<file path="src/rtl/and_gate_bist.sv">
// Self-test controller for a two-input AND gate.
// Steps the gate inputs through {A,B} = 00, 01, 10, 11. Each vector is held
// for SETTLE_CYCLES cycles, and Y is sampled at the end of one further CHECK
// cycle. The run reports a pass flag, a saturating mismatch count and the
// first failing vector.
//
// Ports:
//   clk, rst_n          clock, asynchronous active-low reset
//   start_i             level-sampled run request, accepted in idle or done
//   invert_exp_i        invert the expected Y; latched when start is accepted
//   dut_a_o, dut_b_o    registered stimulus to the gate under test
//   dut_y_i             gate output; X or Z counts as a mismatch
//   busy_o, done_o      run in progress / results valid until the next start
//   pass_o              done with zero mismatches
//   fail_cnt_o          mismatching vectors in the last run, saturating
//   first_fail_valid_o  at least one mismatch in the last run
//   first_fail_vec_o    {A,B} of the first mismatching vector
module and_gate_bist #(
  parameter int unsigned SETTLE_CYCLES = 1,
  parameter int unsigned CNT_W         = 3
) (
  input  logic             clk,
  input  logic             rst_n,
  input  logic             start_i,
  input  logic             invert_exp_i,
  output logic             dut_a_o,
  output logic             dut_b_o,
  input  logic             dut_y_i,
  output logic             busy_o,
  output logic             done_o,
  output logic             pass_o,
  output logic [CNT_W-1:0] fail_cnt_o,
  output logic             first_fail_valid_o,
  output logic [1:0]       first_fail_vec_o
);

  typedef enum logic [1:0] {StIdle, StSettle, StCheck, StDone} state_e;

  localparam logic [3:0]       SettleLast = 4'(SETTLE_CYCLES - 1);
  localparam logic [CNT_W-1:0] CntOne     = {{(CNT_W-1){1'b0}}, 1'b1};

  state_e           state_q, state_d;
  logic [3:0]       settle_q, settle_d;
  // The vector index doubles as the registered stimulus. It is 00 whenever
  // the engine is idle or done.
  logic [1:0]       vec_q, vec_d;
  logic             inv_q, inv_d;
  logic             busy_q, busy_d;
  logic             done_q, done_d;
  logic             pass_q, pass_d;
  logic [CNT_W-1:0] fail_cnt_q, fail_cnt_d;
  logic             ffv_q, ffv_d;
  logic [1:0]       ffvec_q, ffvec_d;
  logic             exp_y;
  logic             mismatch;

  assign exp_y    = (vec_q[1] & vec_q[0]) ^ inv_q;
  // Case inequality, so an undriven or unknown Y is reported as a failure.
  assign mismatch = (dut_y_i !== exp_y);

  always_comb begin
    state_d    = state_q;
    settle_d   = settle_q;
    vec_d      = vec_q;
    inv_d      = inv_q;
    busy_d     = busy_q;
    done_d     = done_q;
    pass_d     = pass_q;
    fail_cnt_d = fail_cnt_q;
    ffv_d      = ffv_q;
    ffvec_d    = ffvec_q;

    unique case (state_q)
      StIdle, StDone: begin
        if (start_i) begin
          state_d    = StSettle;
          settle_d   = 4'd0;
          vec_d      = 2'b00;
          inv_d      = invert_exp_i;
          busy_d     = 1'b1;
          done_d     = 1'b0;
          pass_d     = 1'b0;
          fail_cnt_d = '0;
          ffv_d      = 1'b0;
          ffvec_d    = 2'b00;
        end
      end
      StSettle: begin
        if (settle_q == SettleLast) begin
          state_d = StCheck;
        end else begin
          settle_d = settle_q + 4'd1;
        end
      end
      StCheck: begin
        if (mismatch) begin
          if (fail_cnt_q != '1) begin
            fail_cnt_d = fail_cnt_q + CntOne;
          end
          if (!ffv_q) begin
            ffv_d   = 1'b1;
            ffvec_d = vec_q;
          end
        end
        settle_d = 4'd0;
        // After 11 the index wraps to 00, which is also the drive value in done.
        vec_d    = vec_q + 2'd1;
        if (vec_q == 2'b11) begin
          state_d = StDone;
          busy_d  = 1'b0;
          done_d  = 1'b1;
          // Uses the next count, so the last vector's mismatch is included.
          pass_d  = (fail_cnt_d == '0);
        end else begin
          state_d = StSettle;
        end
      end
      default: state_d = StIdle;
    endcase
  end

  always_ff @(posedge clk or negedge rst_n) begin
    if (!rst_n) begin
      state_q    <= StIdle;
      settle_q   <= 4'd0;
      vec_q      <= 2'b00;
      inv_q      <= 1'b0;
      busy_q     <= 1'b0;
      done_q     <= 1'b0;
      pass_q     <= 1'b0;
      fail_cnt_q <= '0;
      ffv_q      <= 1'b0;
      ffvec_q    <= 2'b00;
    end else begin
      state_q    <= state_d;
      settle_q   <= settle_d;
      vec_q      <= vec_d;
      inv_q      <= inv_d;
      busy_q     <= busy_d;
      done_q     <= done_d;
      pass_q     <= pass_d;
      fail_cnt_q <= fail_cnt_d;
      ffv_q      <= ffv_d;
      ffvec_q    <= ffvec_d;
    end
  end

  assign dut_a_o            = vec_q[1];
  assign dut_b_o            = vec_q[0];
  assign busy_o             = busy_q;
  assign done_o             = done_q;
  assign pass_o             = pass_q;
  assign fail_cnt_o         = fail_cnt_q;
  assign first_fail_valid_o = ffv_q;
  assign first_fail_vec_o   = ffvec_q;

endmodule

</file>
<file path="config.mk">
export PLATFORM = sky130hd
export DESIGN_NAME = and_gate_bist
export DESIGN_NICKNAME = d
export VERILOG_FILES = /design/src/rtl/and_gate_bist.sv
export SDC_FILE = /design/constraint.sdc
export NUM_CORES = 1
export LEC_CHECK = 0
export ABC_AREA = 1
export BUFFER_PORTS_ARGS = -buffer_cell sky130_fd_sc_hd__buf_4
export CAP_MARGIN = 30
export CORE_MARGIN = 1
export CORE_UTILIZATION = 49
export CTS_BUF_LIST = sky130_fd_sc_hd__clkbuf_4 sky130_fd_sc_hd__clkbuf_8
export DETAILED_ROUTE_END_ITERATION = 8
export GPL_ROUTABILITY_DRIVEN = 0
export PLACE_DENSITY = 0.7
export SYNTH_ARGS = -nofsm -noshare
export SYNTH_HDL_FRONTEND = slang
export SYNTH_SLANG_ARGS = --single-unit
</file>
<file path="constraint.sdc">
create_clock -name clk -period 3.2 [get_ports clk]
set_input_delay 0.64 -clock clk [delete_from_list [all_inputs] [get_ports clk]]
set_output_delay 0.64 -clock clk [all_outputs]
set_load 0.005 [all_outputs]
</file>
==> reports/metrics.yaml <==
status:
  status: "finished clean"
timing:
  skew_ps: 2.85
  worst_slew_pin_slew_ps: 299
  rsz0062_at_grt: "no"
  drv_slew: 0
  fmax_ghz: 0.618
  slew_headroom_pct: 80.0
  min_period_ps: 1620
  period_share_pct: 50.6
  tns_ps: 0
  final-hold-violation-count: 0
  fin_hold_ws_ps: 206
  setup_viol: 0
synthesis:
  synth.avg_cell_area_sq_um: 8.08
  yosysSeqAreaShare_pct: 42.9
  syn_inst: 130
  yosysMostFrequentCell: "nand2_1"
  syn_area_sq_um: 1050
  synth_edf_count: 0
  synth.largest_area_cell: "dfrtp_1"
  synth_flop_cell: "dfrtp_1"
  synth_top_area_share_pct: 42.9
  yosys-top-cells-area: "dfrtp_1 (43%), nand2_1 (15%), ha_1 (8.3%)"
  synth-async-reset-ratio_pct: 100
  syn_nets: 142
  yosys_warnings: 0
  synth_cell_types: 21
  ys_top_cells_by_count: "nand2_1 (42), dfrtp_1 (18), inv_1 (15)"
  yosys_register_bits: 18
critical_path:
  cp_top_family: "flip-flops"
  max_stage_delay_ps: 430
  critPathSlowestCell: "dfrtp_1"
  reg2reg_to: "vec_q[1]"
  ff2ff_setup_slack_ps: 1580
  reg2reg_from: "state_q[0]"
  crit_required_ps: 3380
  reg2reg_depth: 6
  startpoint_type: "register"
  worstSetupPathType: "register to register"
  cp_common_cell: "inv_1"
  cp-end-kind: "register"
  path_buf_inv: 3
  worstPathArrival_ps: 1790
  worstPathMaxFanout: 8
  startpoint: "state_q[0]"
  cp_cell_sequence: "inv_1, ha_1, inv_1, o21ai_4, inv_1, a22o_1"
detailed_routing:
  drt_iter0_markers: 33
  firstDrtPassIters: 4
  drcViolationCount: 0
  num_vias: 871
  vias_per_cell: 4.98
  ant_nets: 0
  totalWireLength_um: 1910
  wl_per_cell_um: 10.9
die:
  die_h_um: 48.3
  num_rows: 16
  start_util_pct: 53.0
  die_area_sq_um: 2330
  ioPinCount: 16
  chipWidth_um: 48.3
  core_sq_um: 1980
global_routing:
  track_usage_pct: 18.5
  antenna_found_initial: 0
  grt_remaining_overflow: 0
  grt_start_max_net_pins: 19
  grt_pass1_vias: 816
  grt_pass1_wl_um: 3450
clocking:
  cts_made_buffers: 3
  clk_pin_slew_ps: 100
  insertion_delay_ps: 280
  cts_setup_buffers: 0
  htree_levels: 1
  clock_path_buffers: 2
  ctsResizeCount: 0
  hold_buffers: 0
  cts_sinks: 18
  cts_tree: "yes"
  cts-root-buf: "clkbuf_4"
placement:
  dp_hpwl_um: 1500
  port_buffers: 15
min_path:
  holdCritPathClass: "input port to asynchronous set/reset pin"
final_layout:
  areaGrowthSynthToFinish_pct: 16.7
  fin_nets: 161
  nFillCells: 176
  n_antenna_cell: 0
  drive_above_1_share_pct: 23.0
flow_run:
  maxCapViolations: 0
pwr:
  power.density_nw_per_um2: 742
  p_leak_nw: 0.633
  peakVddDrop_uv: 457
==> report_power, final <==
part           internal, mW  switching, mW  total [mW]
combinational         0.172          0.278       0.450
clock                0.0691         0.0680       0.137
sequential            0.278         0.0452       0.323
==> cells by family (layout without fill, tap and decap cells) <==
kind of cell | count (synthesis) | after routing | synth area share (%)
compound gates | 19 | 19 | 12.4
fa+ha+maj | 7 | 7 | 8.33
buf+inv | 19 | 37 | 7.14
flops | 18 | 18 | 42.9
simple gates | 67 | 67 | 29.3
==> final cells by class <==
cell class              count  area, sq um  share of cell area, %
clock buffers               4         36.3                   2.96
inverters                  18         67.6                   5.51
multi-input cells          93          526                   42.9
flip-flops and latches     18          450                   36.7
well taps                  27         33.8                   2.76
repair buffers             15          113                   9.18
==> metal layers <==
metal	up-vias	routed length (um)	track usage (%)
met2	14	847	29.3
met5	-	0	0
met3	0	58	2.83
li1	450	-	-
met1	407	999	26.7
met4	0	0	4.41
==> flip-flops by register name, indices dropped and copies added (netlist names) <==
name and count:
first_fail_vec_o 2, fail_cnt_o 3, state_q 2, inv_q 1
first_fail_valid_o 1, done_o 1, pass_o 1, vec_q 2
settle_q 4, busy_o 1
==> worst register-to-register path, stage by stage, from the launching register on <==
cell and delay [ps]:
dfrtp_1 430, inv_1 70, ha_1 320, inv_1 160, o21ai_4 230, inv_1 110
a22o_1 190
==> placed cells by master, fill, tap and decap left out <==
master / instances
inv_2: 3
o21a_1: 1
nand2_4: 2
o21ai_1: 3
nand3_2: 2
inv_1: 15
buf_4: 15
o21ai_4: 2
o21ai_2: 1
nand3_1: 9
o31ai_1: 1
nor2_4: 1
ha_1: 7
a21oi_1: 3
nor2_1: 7
nand2_2: 3
clkbuf_4: 3
nor2_2: 1
nand2_1: 42
clkbuf_8: 1
o21ai_0: 7
dfrtp_1: 18
a22o_1: 1
==> stage by stage <==
stage	setup slack (ps)	total power [mW]	cell area, sq um	cells	utilization, %
after floorplan	1790	0.652	1050	130	-
after global placement	1690	0.764	1190	171	60.0
after detailed placement	1610	0.776	1190	171	60.0
after CTS	1590	0.914	1230	175	61.9
after global routing	1460	0.994	1230	175	61.9
final	1580	0.910	1230	175	61.9
==> worst max-delay path by stage <==
stage | slack, ps | to | depth (start not counted)
2_1_floorplan | 1790 | vec_q[1] | 6
3_3_place_gp | 1690 | first_fail_vec_o[1] | 7
3_5_place_dp | 1610 | first_fail_vec_o[1] | 7
4_1_cts | 1590 | first_fail_vec_o[1] | 7
5_1_grt | 1460 | first_fail_vec_o[1] | 7
6_report | 1580 | vec_q[1] | 6
No activity file was read; power rests on OpenSTA's default activity.
